[config.mk]
export PLATFORM = sky130hd
export DESIGN_NAME = writeback_stage_flat
export DESIGN_NICKNAME = d
export VERILOG_FILES = /design/src/rtl/writeback_stage_if.sv /design/src/rtl/writeback_stage.sv /design/src/flat_wrapper.sv
export SDC_FILE = /design/constraint.sdc
export NUM_CORES = 1
export LEC_CHECK = 0
export BUFFER_PORTS_ARGS = -buffer_cell sky130_fd_sc_hd__buf_2
export CAP_MARGIN = 40
export CORE_ASPECT_RATIO = 0.75
export CORE_UTILIZATION = 45
export CTS_BUF_LIST = sky130_fd_sc_hd__clkbuf_8
export DETAILED_ROUTE_END_ITERATION = 6
export GPL_TIMING_DRIVEN = 0
export PLACE_DENSITY_LB_ADDON = 0.12
export SLEW_MARGIN = 30
export SYNTH_ARGS = -nofsm -noshare
export SYNTH_HDL_FRONTEND = slang
export SYNTH_SLANG_ARGS = --single-unit
export TNS_END_PERCENT = 1
[constraint.sdc]
create_clock -name I_CLOCK -period 3.95 [get_ports I_CLOCK]
set_input_delay 0.79 -clock I_CLOCK [delete_from_list [all_inputs] [get_ports I_CLOCK]]
set_output_delay 0.79 -clock I_CLOCK [all_outputs]
set_load 0.1 [all_outputs]
[src/rtl/writeback_stage_if.sv]
// Writeback-stage bus: memory-stage results and decode issue info in, register-file
// write port, scoreboard and performance counters out.
interface writeback_stage_if #(
  parameter int unsigned RegWidth    = 16,
  parameter int unsigned OpcodeWidth = 8
);
  logic                   I_LOCK;
  logic [RegWidth-1:0]    I_ALUOut;
  logic [RegWidth-1:0]    I_MemOut;
  logic [OpcodeWidth-1:0] I_Opcode;
  logic [3:0]             I_DestRegIdx;
  logic                   I_FetchStall;
  logic                   I_DepStall;
  logic                   I_IssueValid;
  logic [3:0]             I_IssueRegIdx;
  logic                   O_WriteEnable;
  logic [3:0]             O_WriteRegIdx;
  logic [RegWidth-1:0]    O_WriteValue;
  logic [15:0]            O_RegBusy;
  logic [15:0]            O_RetireCount;
  logic [15:0]            O_StallCount;
  logic                   O_ScoreErr;

  modport master (
    output I_LOCK, I_ALUOut, I_MemOut, I_Opcode, I_DestRegIdx, I_FetchStall, I_DepStall,
           I_IssueValid, I_IssueRegIdx,
    input  O_WriteEnable, O_WriteRegIdx, O_WriteValue, O_RegBusy, O_RetireCount,
           O_StallCount, O_ScoreErr
  );

  modport slave (
    input  I_LOCK, I_ALUOut, I_MemOut, I_Opcode, I_DestRegIdx, I_FetchStall, I_DepStall,
           I_IssueValid, I_IssueRegIdx,
    output O_WriteEnable, O_WriteRegIdx, O_WriteValue, O_RegBusy, O_RetireCount,
           O_StallCount, O_ScoreErr
  );
endinterface

[src/rtl/writeback_stage.sv]
// Fifth pipeline stage: selects the result, drives the register-file write port, and owns
// the pending-write scoreboard plus retire/stall counters. All state moves on negedge.
module writeback_stage (
  input  logic             I_CLOCK,
  input  logic             I_RESET,
  writeback_stage_if.slave wb
);
  // Opcode encodings shared with the rest of the pipeline.
  localparam logic [7:0] OP_LDW   = 8'h40;
  localparam logic [7:0] OP_STW   = 8'h41;
  localparam logic [7:0] OP_BRN   = 8'h50;
  localparam logic [7:0] OP_BRNZP = 8'h57;
  localparam logic [7:0] OP_JMP   = 8'h60;

  logic        ret;
  logic        writes;
  logic        wr;
  logic [15:0] result;
  logic [15:0] inc;
  logic [15:0] dec;

  logic             we_q;
  logic [3:0]       idx_q;
  logic [15:0]      val_q;
  logic [15:0]      ret_cnt_q;
  logic [15:0]      stall_cnt_q;
  logic [15:0][1:0] cnt_q, cnt_d;
  logic             err_q, err_d;
  logic [15:0]      busy;

  always_comb begin
    ret = wb.I_LOCK & ~wb.I_FetchStall & ~wb.I_DepStall;
    case (wb.I_Opcode) inside
      OP_STW, OP_JMP, [OP_BRN:OP_BRNZP]: writes = 1'b0;
      default:                           writes = 1'b1;
    endcase
    wr     = ret & writes;
    result = (wb.I_Opcode == OP_LDW) ? wb.I_MemOut : wb.I_ALUOut;
    inc    = {16{wb.I_LOCK & wb.I_IssueValid}} & (16'd1 << wb.I_IssueRegIdx);
    dec    = {16{wr}} & (16'd1 << wb.I_DestRegIdx);
  end

  // Saturating pending counters; an issue and a retire on the same register cancel.
  always_comb begin
    cnt_d = cnt_q;
    err_d = err_q;
    for (int r = 0; r < 16; r++) begin
      case ({inc[r], dec[r]})
        2'b10: begin
          if (cnt_q[r] == 2'd3) err_d = 1'b1;
          else                  cnt_d[r] = cnt_q[r] + 2'd1;
        end
        2'b01: begin
          if (cnt_q[r] == 2'd0) err_d = 1'b1;
          else                  cnt_d[r] = cnt_q[r] - 2'd1;
        end
        default: ;
      endcase
    end
  end

  always_ff @(negedge I_CLOCK or posedge I_RESET) begin
    if (I_RESET) begin
      we_q        <= 1'b0;
      idx_q       <= 4'd0;
      val_q       <= 16'd0;
      ret_cnt_q   <= 16'd0;
      stall_cnt_q <= 16'd0;
      cnt_q       <= '0;
      err_q       <= 1'b0;
    end else begin
      we_q <= wr;
      if (wr) begin
        idx_q <= wb.I_DestRegIdx;
        val_q <= result;
      end
      if (ret) ret_cnt_q <= ret_cnt_q + 16'd1;
      if (wb.I_LOCK & (wb.I_FetchStall | wb.I_DepStall)) stall_cnt_q <= stall_cnt_q + 16'd1;
      cnt_q <= cnt_d;
      err_q <= err_d;
    end
  end

  always_comb begin
    for (int r = 0; r < 16; r++) busy[r] = |cnt_q[r];
  end

  assign wb.O_WriteEnable = we_q;
  assign wb.O_WriteRegIdx = idx_q;
  assign wb.O_WriteValue  = val_q;
  assign wb.O_RegBusy     = busy;
  assign wb.O_RetireCount = ret_cnt_q;
  assign wb.O_StallCount  = stall_cnt_q;
  assign wb.O_ScoreErr    = err_q;
endmodule

[src/flat_wrapper.sv]
// flat-port wrapper written by rule: the top's interface ports become plain ports
module writeback_stage_flat 
  (I_CLOCK, I_RESET, wb_I_LOCK, wb_I_ALUOut, wb_I_MemOut, wb_I_Opcode, wb_I_DestRegIdx, wb_I_FetchStall, wb_I_DepStall, wb_I_IssueValid, wb_I_IssueRegIdx, wb_O_WriteEnable, wb_O_WriteRegIdx, wb_O_WriteValue, wb_O_RegBusy, wb_O_RetireCount, wb_O_StallCount, wb_O_ScoreErr);
  writeback_stage_if wb_i ();
  input  logic I_CLOCK;
  input  logic I_RESET;
  input wire logic [$bits(wb_i.I_LOCK)-1:0] wb_I_LOCK;
  input wire logic [$bits(wb_i.I_ALUOut)-1:0] wb_I_ALUOut;
  input wire logic [$bits(wb_i.I_MemOut)-1:0] wb_I_MemOut;
  input wire logic [$bits(wb_i.I_Opcode)-1:0] wb_I_Opcode;
  input wire logic [$bits(wb_i.I_DestRegIdx)-1:0] wb_I_DestRegIdx;
  input wire logic [$bits(wb_i.I_FetchStall)-1:0] wb_I_FetchStall;
  input wire logic [$bits(wb_i.I_DepStall)-1:0] wb_I_DepStall;
  input wire logic [$bits(wb_i.I_IssueValid)-1:0] wb_I_IssueValid;
  input wire logic [$bits(wb_i.I_IssueRegIdx)-1:0] wb_I_IssueRegIdx;
  output wire logic [$bits(wb_i.O_WriteEnable)-1:0] wb_O_WriteEnable;
  output wire logic [$bits(wb_i.O_WriteRegIdx)-1:0] wb_O_WriteRegIdx;
  output wire logic [$bits(wb_i.O_WriteValue)-1:0] wb_O_WriteValue;
  output wire logic [$bits(wb_i.O_RegBusy)-1:0] wb_O_RegBusy;
  output wire logic [$bits(wb_i.O_RetireCount)-1:0] wb_O_RetireCount;
  output wire logic [$bits(wb_i.O_StallCount)-1:0] wb_O_StallCount;
  output wire logic [$bits(wb_i.O_ScoreErr)-1:0] wb_O_ScoreErr;
  assign wb_i.I_LOCK = wb_I_LOCK;
  assign wb_i.I_ALUOut = wb_I_ALUOut;
  assign wb_i.I_MemOut = wb_I_MemOut;
  assign wb_i.I_Opcode = wb_I_Opcode;
  assign wb_i.I_DestRegIdx = wb_I_DestRegIdx;
  assign wb_i.I_FetchStall = wb_I_FetchStall;
  assign wb_i.I_DepStall = wb_I_DepStall;
  assign wb_i.I_IssueValid = wb_I_IssueValid;
  assign wb_i.I_IssueRegIdx = wb_I_IssueRegIdx;
  assign wb_O_WriteEnable = wb_i.O_WriteEnable;
  assign wb_O_WriteRegIdx = wb_i.O_WriteRegIdx;
  assign wb_O_WriteValue = wb_i.O_WriteValue;
  assign wb_O_RegBusy = wb_i.O_RegBusy;
  assign wb_O_RetireCount = wb_i.O_RetireCount;
  assign wb_O_StallCount = wb_i.O_StallCount;
  assign wb_O_ScoreErr = wb_i.O_ScoreErr;
  writeback_stage u_core (.I_CLOCK(I_CLOCK), .I_RESET(I_RESET), .wb(wb_i));
endmodule
==> run summary, run 1 <==
DRC viols: 0
Logic pwr share: 51.9%
Total Neg Setup Slack: -26.99 ns
Share of total power in the clock network: 15.6%
Port Buf Inserts: 122
Clk_skew: 0.00691 ns
Routed met1 length: 6320 um
HPWL Detailed: 9930 um
Top cells by area, synth: dfrtn_1 (39%), ha_1 (7.8%), mux2_2 (7.6%)
IO Count: 124
CP arrival: 3.20 ns
Largest net degree at the start of global routing: 46
Worst path slowest cell: or3b_4
# clock sinks: 86
H-tree lvl count: 3
Yosys top cell area share: 39.3%
Crit-path leading delay family: simple AND/OR/NAND/NOR gates
Antenna violations before repair: 0
Startpoint types: primary input
GRT Util Overall: 23.5%
Register Area: 2150 um2
Endpoints failing hold: 0
Share of cells above drive strength 1: 40.2%
Synth Warn #: 0
Status: finished, violations left
Final Max Slew Viols: 0
Initial DRC Count: 269
DR vias/cell: 5.47
Die Ht: 97.6 um
Part of the Yosys area used for sequential elements: 39.3%
Routed Antenna Nets: 0
Synth unique cells: 47
Fill count: 978
CTS tree: built
Setup ws final: -1.06 ns
Yosys top cell by area: dfrtn_1
EDFF count, synth: 0
CP bufs+invs: 4
Pwr Density: 523 nW/um2
Total grt overflow: 0
DRT Pass-1 Iters: 5
Reg power frac: 32.5%
Core ar.: 11,700 um2
Number of global-route vias before repair: 4,840
Layout Nets: 830
FP Rows: 34
Most numerous cell in the Yosys netlist: dfrtn_1
Measured slew at the worst slew-check pin: 0.669 ns
Setup Crit Path Kind: primary input to register
Crit-path cells: buf_6 -> or3b_4 -> a311o_2 -> inv_4 -> buf_8 -> buf_8 -> nand4_1 -> ha_4 -> nor4b_1 -> a311o_1 -> nor4_2 -> nand4_1
DR vias: 4,973
Worst vdd ir: 0.422 mV
CTS Hold Bufs: 0
# Max-Cap Violations: 0
Initial Utilization: 46.7%
Switching pwr: 2.07 mW
Syn Area/Cell: 9.24 um2
Biggest cell delay along the critical path: 0.39 ns
Failing checks: setup timing
Die W: 129 um
Area grow syn2layout: 37.6%
# diodes: 0
Switching Fraction: 52.5%
Main synth FF type: dfrtn_1
Syn_nets: 681
Commonest cells in the netlist: dfrtn_1 (86), a21oi_1 (70), nor2_1 (60)
Bufs on Longest Clock Path: 2
Worst Path Required: 2.14 ns
Synth Instances: 593
Netlist Area Pre-Place: 5480 um2
Clk_lat worst skew: 0.35 ns
Gpl congestion: 0.854
First-pass GRT wire length: 23,600 um
Routed WL: 14,100 um
Overall Power: 3.95 mW
Crit path max fanout: 4
Max-Slew Margin vs Limit: 55.3%
Lkg Pwr: 3.32 nW
Fraction of registers with async set/reset: 100%
Area of the multi-input gates: 3600 um2
Yosys reg bits: 86
Setup crit end kind: register
Met3 wire length: 903 um
Min-Delay Path Class: register to register
RSZ-0062 raised after global routing: yes
Top sig layer: met4
Die area: 12,600 um2
Met2 WL post-DR: 6740 um
CTS buffer count: 9
Clock slew at reported path FFs: 0.06 ns
Wire per inst: 15.5 um
Internal: 1.87 mW
Final setup viols: 70
Root buffer cell: clkbuf_8
## power by group through the flow
stage / registers, mW / clock network (mW) / logic [mW]
finish: 1.28 / 0.615 / 2.05
global route: 1.32 / 0.671 / 2.13
CTS: 1.28 / 0.636 / 2.01
detailed placement: 1.28 / 0 / 1.81
global placement: 1.27 / 0 / 1.79
floorplan: 1.97 / 0 / 0.805
## routing by layer
layer | GRT usage (%) | vias to the layer above
li1 | - | 2416
met1 | 31.2 | 2375
met2 | 38.2 | 165
met3 | 5.95 | 17
met4 | 5.90 | 0
met5 | 0 | -
## worst paths after layout
check | cells after the start | start | to | slack, ns
max reg2reg | 4 | u_core.wb.O_StallCount[2]$_DFFE_NP0P_ | u_core.wb.O_StallCount[15]$_DFFE_NP0P_ | 2.23
min in group asynchronous | 2 | I_RESET | u_core.cnt_q[14]$_DFFE_NP0P_ | 2.31
max in group asynchronous | 3 | I_RESET | u_core.cnt_q[29]$_DFFE_NP0P_ | 1.05
min | 1 | u_core.wb.O_RetireCount[15]$_DFFE_NP0P_ | u_core.wb.O_RetireCount[15]$_DFFE_NP0P_ | 0.43
min reg2reg | 1 | u_core.wb.O_RetireCount[15]$_DFFE_NP0P_ | u_core.wb.O_RetireCount[15]$_DFFE_NP0P_ | 0.43
max | 12 | wb_I_DepStall | u_core.wb.O_ScoreErr$_DFF_NP0_ | -1.06
## cells in the final DEF (no fill, tap or decap), types with 5 or more instances in the layout
master | netlist | final
nand3b_1 | 11 | 11
buf_12 | 0 | 5
xor2_1 | 9 | 9
buf_6 | 4 | 39
nor2b_1 | 5 | 5
nor2_2 | 0 | 5
xnor2_1 | 21 | 21
buf_4 | 2 | 51
and4_1 | 8 | 5
nand2_1 | 38 | 38
ha_1 | 34 | 8
mux2_2 | 37 | 24
nand4_1 | 14 | 14
dfrtn_1 | 86 | 86
ha_2 | 0 | 11
nand4b_1 | 5 | 5
mux2_4 | 0 | 13
buf_2 | 2 | 47
nand3_1 | 28 | 26
nor2_1 | 60 | 54
clkbuf_1 | 7 | 6
inv_1 | 33 | 31
nor3_1 | 9 | 6
nand2b_1 | 16 | 16
clkbuf_8 | 0 | 11
ha_4 | 0 | 15
or2_2 | 17 | 15
and3_1 | 7 | 5
a21oi_1 | 70 | 66
or3b_2 | 13 | 11
o22ai_1 | 11 | 10
## cell families (layout without fill, tap and decap cells)
logic type               count (synthesis)  after routing  share of synthesized area [%]
AO/OA/AOI/OAI                           99             99                           10.3
buffers and inverters                   49            203                           4.09
adder cells (fa/ha/maj)                 34             34                           7.76
XOR/XNOR                                30             30                           4.79
flip-flops                              86             86                           39.3
AND/OR/NAND/NOR                        258            258                           26.2
multiplexers                            37             37                           7.60
## sequential cells by signal, summed over array words and instances (netlist names)
name / cells
u_core.wb.O_RetireCount: 16
u_core.cnt_q: 32
u_core.wb.O_ScoreErr: 1
u_core.wb.O_WriteEnable: 1
u_core.wb.O_StallCount: 16
u_core.wb.O_WriteRegIdx: 4
u_core.wb.O_WriteValue: 16
## through the flow
stage	worst slack (ns)	cells	cell area [um2]	util [%]	hold WS, ns
finish	-1.06	909	7540	64.2	0.426
global route	-1.20	909	7540	64.2	0.453
CTS	-1.17	910	7310	62.3	0.427
detailed placement	-1.91	878	6340	54.0	0.421
global placement	-2.04	877	6310	53.7	0.419
floorplan	-1.41	593	5490	-	0.414
## timing repair
action,in CTS,in global routing
setup endpoints to repair,131,88
resized for setup,170,55
buffers inserted,16,0
pin swaps,34,15
## final cells by class
type | count | area share (%)
tap | 162 | 2.69
sequential | 86 | 28.5
inverter | 34 | 1.79
clock inverter | 5 | 0.514
buffer | 14 | 1.79
multi-input combinational | 458 | 47.8
clock buffer | 11 | 2.01
timing repair buffer | 139 | 14.9
No activity file was read; power rests on OpenSTA's default activity.
==> run 2: changes to the inputs <==
--- a/config.mk
+++ b/config.mk
@@ -12,7 +12,7 @@
 export CTS_BUF_LIST = sky130_fd_sc_hd__clkbuf_8
 export DETAILED_ROUTE_END_ITERATION = 6
 export GPL_TIMING_DRIVEN = 0
-export PLACE_DENSITY_LB_ADDON = 0.12
+export PLACE_DENSITY = 0.68
 export SLEW_MARGIN = 30
 export SYNTH_ARGS = -nofsm -noshare
 export SYNTH_HDL_FRONTEND = slang
==> run 2 against run 1 <==
Net effect: the run still ends with setup timing left; critical path depth is the same; core utilization shrank 0.78 points; largest power group unchanged; die area is the same; non-clock buffer count grew 1; wire length shrank 0.58%; worst hold slack lost 0.0011 ns; register-to-register slack lost 0.14 ns.
==> run summary, run 2 (synthesized netlist as in run 1, its figures left out) <==
CTS buffer count: 9 (unchanged)
Clk_lat worst skew: 0.35 ns (about the same)
Clock slew at reported path FFs: 0.07 ns (about the same)
Fill count: 970 (-0.82%)
Crit-path leading delay family: simple AND/OR/NAND/NOR gates
Most frequent cells in the layout: dfrtn_1 (86), a21oi_1 (66), nor2_1 (50), buf_2 (48), buf_4 (44)
Reg2reg setup slack: 2.09 ns (-0.14 ns)
Root buffer cell: clkbuf_8
Setup crit end kind: register
Crit path from: wb_I_DepStall
Port Buf Inserts: 122 (unchanged)
Startpoint types: primary input
Worst Path Required: 2.14 ns (about the same)
Wire per inst: 15.4 um (-0.69%)
Fin util: 63.5% (-0.78 points)
Final setup viols: 72 (+2.9%)
Die area: 12,600 um2 (unchanged)
CP bufs+invs: 4 (unchanged)
HPWL Detailed: 9740 um (-2.0%)
First-pass GRT wire length: 23,100 um (-2.1%)
Total Neg Setup Slack: -26.85 ns (+0.144 ns)
Gpl congestion: 0.920 (+7.7%)
Failing checks: setup timing
Biggest cell delay along the critical path: 0.39 ns (about the same)
Routed Antenna Nets: 0 (unchanged)
Logic pwr share: 52.2% (+0.3 points)
Reg2reg start: u_core.wb.O_StallCount[2]$_DFFE_NP0P_
Measured slew at the worst slew-check pin: 0.656 ns (-0.0127 ns)
Crit-path cells: buf_8 -> or3b_4 -> a311o_2 -> inv_4 -> buf_8 -> buf_8 -> nand4_1 -> ha_4 -> nor4b_1 -> a311o_1 -> nor4_2 -> nand4_1
Share of cells above drive strength 1: 39.3% (-0.86 points)
Largest reg by FF count: u_core.cnt_q
Dpl cell area: 6340 um2 (unchanged)
Switching Fraction: 53.1% (+0.54 points)
Hold Path Stages: 1 (unchanged)
Worst path slowest cell: or3b_4
Die W: 129 um (unchanged)
Non-Filler Instances: 910 (+0.11%)
Share of total power in the clock network: 14.9% (-0.7 points)
Min-Delay Path Class: register to register
Initial Utilization: 46.7% (unchanged)
DRT Pass-1 Iters: 5 (unchanged)
Setup ws final: -1.13 ns (-0.0617 ns)
Worst Reg-to-Reg Cells: 4 (unchanged)
CTS Hold Bufs: 0 (unchanged)
Commonest non-fill, non-tap cell in the layout: dfrtn_1
Hold path startpoint: u_core.wb.O_RetireCount[14]$_DFFE_NP0P_
Crit path max fanout: 4 (unchanged)
GRT Util Overall: 23.1% (-0.41 points)
# clock sinks: 86 (unchanged)
Endpoints failing hold: 0 (unchanged)
# diodes: 0 (unchanged)
Dpl cells: 878 (unchanged)
# Max-Cap Violations: 0 (unchanged)
Area grow syn2layout: 36.0%
DR vias: 5,013 (+0.80%)
Levels on crit path: 12 (unchanged)
Core ar.: 11,700 um2 (unchanged)
Final Max Slew Viols: 0 (unchanged)
Max-Slew Margin vs Limit: 55.8% (+0.54 points)
IO Count: 124 (unchanged)
Clk_skew: 0.0105 ns (+0.00364 ns)
Reg power frac: 32.9% (+0.4 points)
Initial DRC Count: 302 (+12%)
Max reg flops: 32 (unchanged)
Total grt overflow: 0 (unchanged)
Die Ht: 97.6 um (unchanged)
CTS tree: built
Bufs on Longest Clock Path: 2 (unchanged)
Routed WL: 14,000 um (-0.58%)
DR vias/cell: 5.51 (+0.69%)
Pre-CTS setup slack: -2.05 ns (-0.135 ns)
Fin area: 7450 um2 (-1.2%)
Antenna violations before repair: 0 (unchanged)
Worst Hold End: u_core.wb.O_RetireCount[14]$_DFFE_NP0P_
CP arrival: 3.27 ns (+0.07 ns)
Largest net degree at the start of global routing: 65 (+41%)
RSZ-0062 raised after global routing: yes
Pwr Density: 530 nW/um2 (+1.2%)
Worst vdd ir: 0.450 mV (+6.8%)
Worst R2R End: u_core.wb.O_StallCount[13]$_DFFE_NP0P_
Switching pwr: 2.10 mW (+1.0%)
Status: finished, violations left
Setup Crit Path Kind: primary input to register
DRC viols: 0 (unchanged)
Most used cell, CP: buf_8
H-tree lvl count: 3 (unchanged)
Lkg Pwr: 3.28 nW (-1.0%)
FP Rows: 34 (unchanged)
Number of global-route vias before repair: 4,887 (+0.97%)
Internal: 1.85 mW (-1.2%)
Layout Nets: 831 (+0.12%)
-- run 2: how the worst max path moves through the flow --
stage	to	slack (ns)
2_1_floorplan	u_core.wb.O_ScoreErr$_DFF_NP0_	-1.41
3_3_place_gp	u_core.wb.O_ScoreErr$_DFF_NP0_	-2.02
3_5_place_dp	u_core.wb.O_ScoreErr$_DFF_NP0_	-2.05
4_1_cts	u_core.wb.O_ScoreErr$_DFF_NP0_	-1.24
5_1_grt	u_core.wb.O_ScoreErr$_DFF_NP0_	-1.20
6_report	u_core.wb.O_ScoreErr$_DFF_NP0_	-1.13
-- run 2: layout make-up --
class,count,area [um2],area share (%)
plain buffers,14,130,1.75
clock buffers,9,124,1.66
clock inverters,7,53.8,0.722
inverters,34,135,1.81
multi-input cells,458,3510,47.1
flip-flops and latches,86,2150,28.9
well taps,162,203,2.72
repair buffers,140,1150,15.4
-- run 2: power groups by stage --
stage | logic (mW) | clock network (mW) | registers [mW]
final | 2.06 | 0.588 | 1.30
after CTS | 2.01 | 0.610 | 1.28
after floorplan | 0.805 | 0 | 1.97
after detailed placement | 1.81 | 0 | 1.29
after global placement | 1.79 | 0 | 1.27
after global routing | 2.14 | 0.648 | 1.34
-- run 2: what timing repair did --
| action | 4_1_cts | 5_1_grt |
|---|---|---|
| endpoints found under the setup margin | 126 | 97 |
| setup buffers | 11 | 6 |
| cloned | 0 | 0 |
| resized for setup | 152 | 67 |
| pin swaps | 21 | 20 |
-- run 2: per-stage QoR --
step	hold WS (ns)	power, mW
after global routing	0.453	4.12
after floorplan	0.414	2.78
after detailed placement	0.423	3.10
after global placement	0.411	3.06
after CTS	0.426	3.90
final	0.425	3.95
-- run 2: layer usage --
| layer | part of all wire [%] | GRT usage, % |
|---|---|---|
| met2 | 47 | 36.9 |
| met4 | 1.5 | 6.53 |
| met3 | 6.4 | 5.07 |
| met1 | 45 | 31.4 |
| met5 | 0 | 0 |
==> run 3: changes to the inputs <==
--- a/config.mk
+++ b/config.mk
@@ -13,6 +13,7 @@
 export DETAILED_ROUTE_END_ITERATION = 6
 export GPL_TIMING_DRIVEN = 0
 export PLACE_DENSITY = 0.68
+export SKIP_LAST_GASP = 1
 export SLEW_MARGIN = 30
 export SYNTH_ARGS = -nofsm -noshare
 export SYNTH_HDL_FRONTEND = slang
==> run 3 against run 2 <==
Net effect: sequential power is essentially flat; non-clock buffer count grew 2; clock skew grew 0.0010 ns; via count shrank 1.8%; the run still ends with setup timing left; count of clock-buffer cells in the layout is the same; clock power grew 0.9%; cell count grew 0.22%; worst hold slack lost 0.0034 ns; critical path type unchanged.
==> run summary, run 3 (synthesized netlist as in run 1, its figures left out) <==
Status: finished, violations left
Failing checks: setup timing
CP arrival: 3.26 ns (about the same)
Initial Utilization: 46.7% (unchanged)
Grt met3 use: 5.18% (+0.11 points)
DR vias: 4,921 (-1.8%)
Routed Antenna Nets: 0 (unchanged)
Fin util: 58.5% (-5.0 points)
GRT Util Overall: 22.6% (-0.53 points)
Final Max Slew Viols: 0 (unchanged)
Initial DRC Count: 305 (+0.99%)
Total Neg Setup Slack: -37.95 ns (-11.11 ns)
# Max-Cap Violations: 0 (unchanged)
Total grt overflow: 0 (unchanged)
Die W: 129 um (unchanged)
Worst path slowest cell: or3b_4
Startpoint types: primary input
Commonest non-fill, non-tap cell in the layout: buf_2
Most frequent cells in the layout: buf_2 (119), dfrtn_1 (86), a21oi_1 (70), nor2_1 (60), nand2_1 (38)
Layout Nets: 833 (+0.24%)
Die Ht: 97.6 um (unchanged)
Clk_skew: 0.0116 ns (+0.00100 ns)
Setup ws final: -1.11 ns (+0.0136 ns)
Wire per inst: 14.8 um (-3.8%)
H-tree lvl count: 3 (unchanged)
Worst Path Required: 2.15 ns (about the same)
Worst Reg-to-Reg Cells: 5 (+1)
Antenna violations before repair: 0 (unchanged)
Crit-path cells: buf_8 -> or3b_4 -> a311o_2 -> inv_4 -> buf_8 -> buf_8 -> nand4_1 -> ha_4 -> nor4b_1 -> a311o_1 -> nor4_2 -> nand4_1
Bufs on Longest Clock Path: 2 (unchanged)
Dpl cell area: 6340 um2 (unchanged)
Worst R2R End: u_core.wb.O_RetireCount[12]$_DFFE_NP0P_
Gpl congestion: 0.920 (unchanged)
HPWL Detailed: 9740 um (unchanged)
Clk_lat worst skew: 0.36 ns (about the same)
DRC viols: 0 (unchanged)
# diodes: 0 (unchanged)
Setup Crit Path Kind: primary input to register
Root buffer cell: clkbuf_8
# clock sinks: 86 (unchanged)
Die area: 12,600 um2 (unchanged)
First-pass GRT wire length: 22,600 um (-2.4%)
CTS Hold Bufs: 0 (unchanged)
Hold Path Stages: 1 (unchanged)
Hold path startpoint: u_core.wb.O_StallCount[15]$_DFFE_NP0P_
Fin area: 6870 um2 (-7.8%)
Worst Hold End: u_core.wb.O_StallCount[15]$_DFFE_NP0P_
Crit path max fanout: 4 (unchanged)
Reg power frac: 34.5% (+1.6 points)
Area grow syn2layout: 25.3%
Worst vdd ir: 0.534 mV (+19%)
CTS buffer count: 9 (unchanged)
Routed WL: 13,500 um (-3.6%)
Switching Fraction: 55.4% (+2.3 points)
Reg2reg start: u_core.wb.O_RetireCount[0]$_DFFE_NP0P_
M1 GR Usage: 31.4% (-0.070 points)
Switching pwr: 2.05 mW (-2.0%)
Number of global-route vias before repair: 4,730 (-3.2%)
Pwr Density: 540 nW/um2 (+1.9%)
Max-Slew Margin vs Limit: 59.4% (+3.5 points)
CTS tree: built
Share of total power in the clock network: 16.0% (+1.1 points)
Biggest cell delay along the critical path: 0.39 ns (about the same)
DRT Pass-1 Iters: 6 (+1)
Min-Delay Path Class: register to register
Max reg flops: 32 (unchanged)
Measured slew at the worst slew-check pin: 0.604 ns (-0.0525 ns)
Share of cells above drive strength 1: 34.5% (-4.8 points)
Endpoints failing hold: 0 (unchanged)
Most used cell, CP: buf_8
Lkg Pwr: 3.15 nW (-4.1%)
RSZ-0062 raised after global routing: yes
Logic pwr share: 49.5% (-2.7 points)
FP Rows: 34 (unchanged)
Largest net degree at the start of global routing: 65 (unchanged)
Largest reg by FF count: u_core.cnt_q
Setup crit end kind: register
Final setup viols: 127 (+76%)
GRT Max-Usage Layer: met2
Core ar.: 11,700 um2 (unchanged)
IO Count: 124 (unchanged)
Port Buf Inserts: 122 (unchanged)
Met2 Usage GRT: 35.4% (-1.5 points)
Reg2reg setup slack: 2.16 ns (+0.07 ns)
Clock slew at reported path FFs: 0.06 ns (about the same)
DR vias/cell: 5.40 (-2.1%)
Internal: 1.65 mW (-11%)
-- run 3: changes by cell type in the layout (fill, tap and decap cells not counted), sizes merged --
cell    change
buf         +4
clkbuf      -2
-- run 3: layout make-up --
class	instances	area (um2)
Inverter	34	135
Tap cell	162	203
Multi-Input combinational cell	458	3260
Timing Repair Buffer	142	832
Clock inverter	7	53.8
Clock buffer	9	124
Sequential cell	86	2150
Fill cell	1042	4870
Buffer	14	105
-- run 3: layer usage --
layer / vias up / part of all wire, %
li1: 2408 / -
met1: 2323 / 45
met2: 174 / 47
met3: 16 / 7.2
met4: 0 / 1.2
met5: - / 0
-- run 3: worst max path at each step --
stage | startpoint | cells past startpoint | endpoint | slack, ns
5_1_grt | wb_I_Opcode[7] | 12 | u_core.wb.O_ScoreErr$_DFF_NP0_ | -1.21
4_1_cts | wb_I_DepStall | 13 | u_core.wb.O_ScoreErr$_DFF_NP0_ | -1.24
6_report | wb_I_DepStall | 12 | u_core.wb.O_ScoreErr$_DFF_NP0_ | -1.11
3_3_place_gp | wb_I_LOCK | 13 | u_core.wb.O_ScoreErr$_DFF_NP0_ | -2.02
3_5_place_dp | wb_I_LOCK | 13 | u_core.wb.O_ScoreErr$_DFF_NP0_ | -2.05
2_1_floorplan | wb_I_FetchStall | 12 | u_core.wb.O_ScoreErr$_DFF_NP0_ | -1.41
-- run 3: critical path, delay by kind of cell --
family	cells	cell delay (ns)
buffers and inverters	4	0.37
AO/OA/AOI/OAI	2	0.72
AND/OR/NAND/NOR	5	1.00
adder cells (fa/ha/maj)	1	0.36
-- run 3: metrics by stage --
stage	hold slack (ns)	power, mW	instances	setup slack, ns
2_1_floorplan	0.414	2.78	593	-1.41
3_3_place_gp	0.411	3.06	877	-2.02
3_5_place_dp	0.423	3.10	878	-2.05
4_1_cts	0.422	3.72	905	-1.24
5_1_grt	0.443	3.88	912	-1.21
6_report	0.421	3.71	912	-1.11
-- run 3: power groups by stage --
stage	Sequential (mW)	Clock, mW	Combinational (mW)
floorplan	1.97	0	0.805
global placement	1.27	0	1.79
detailed placement	1.29	0	1.81
CTS	1.27	0.610	1.83
global route	1.32	0.646	1.91
finish	1.28	0.593	1.84
-- run 3: repair_timing --
action,4_1_cts,5_1_grt
gates cloned,0,1
gates resized for setup,28,16
setup buffers,11,7
setup endpoints to repair,126,133
pin swaps,9,10
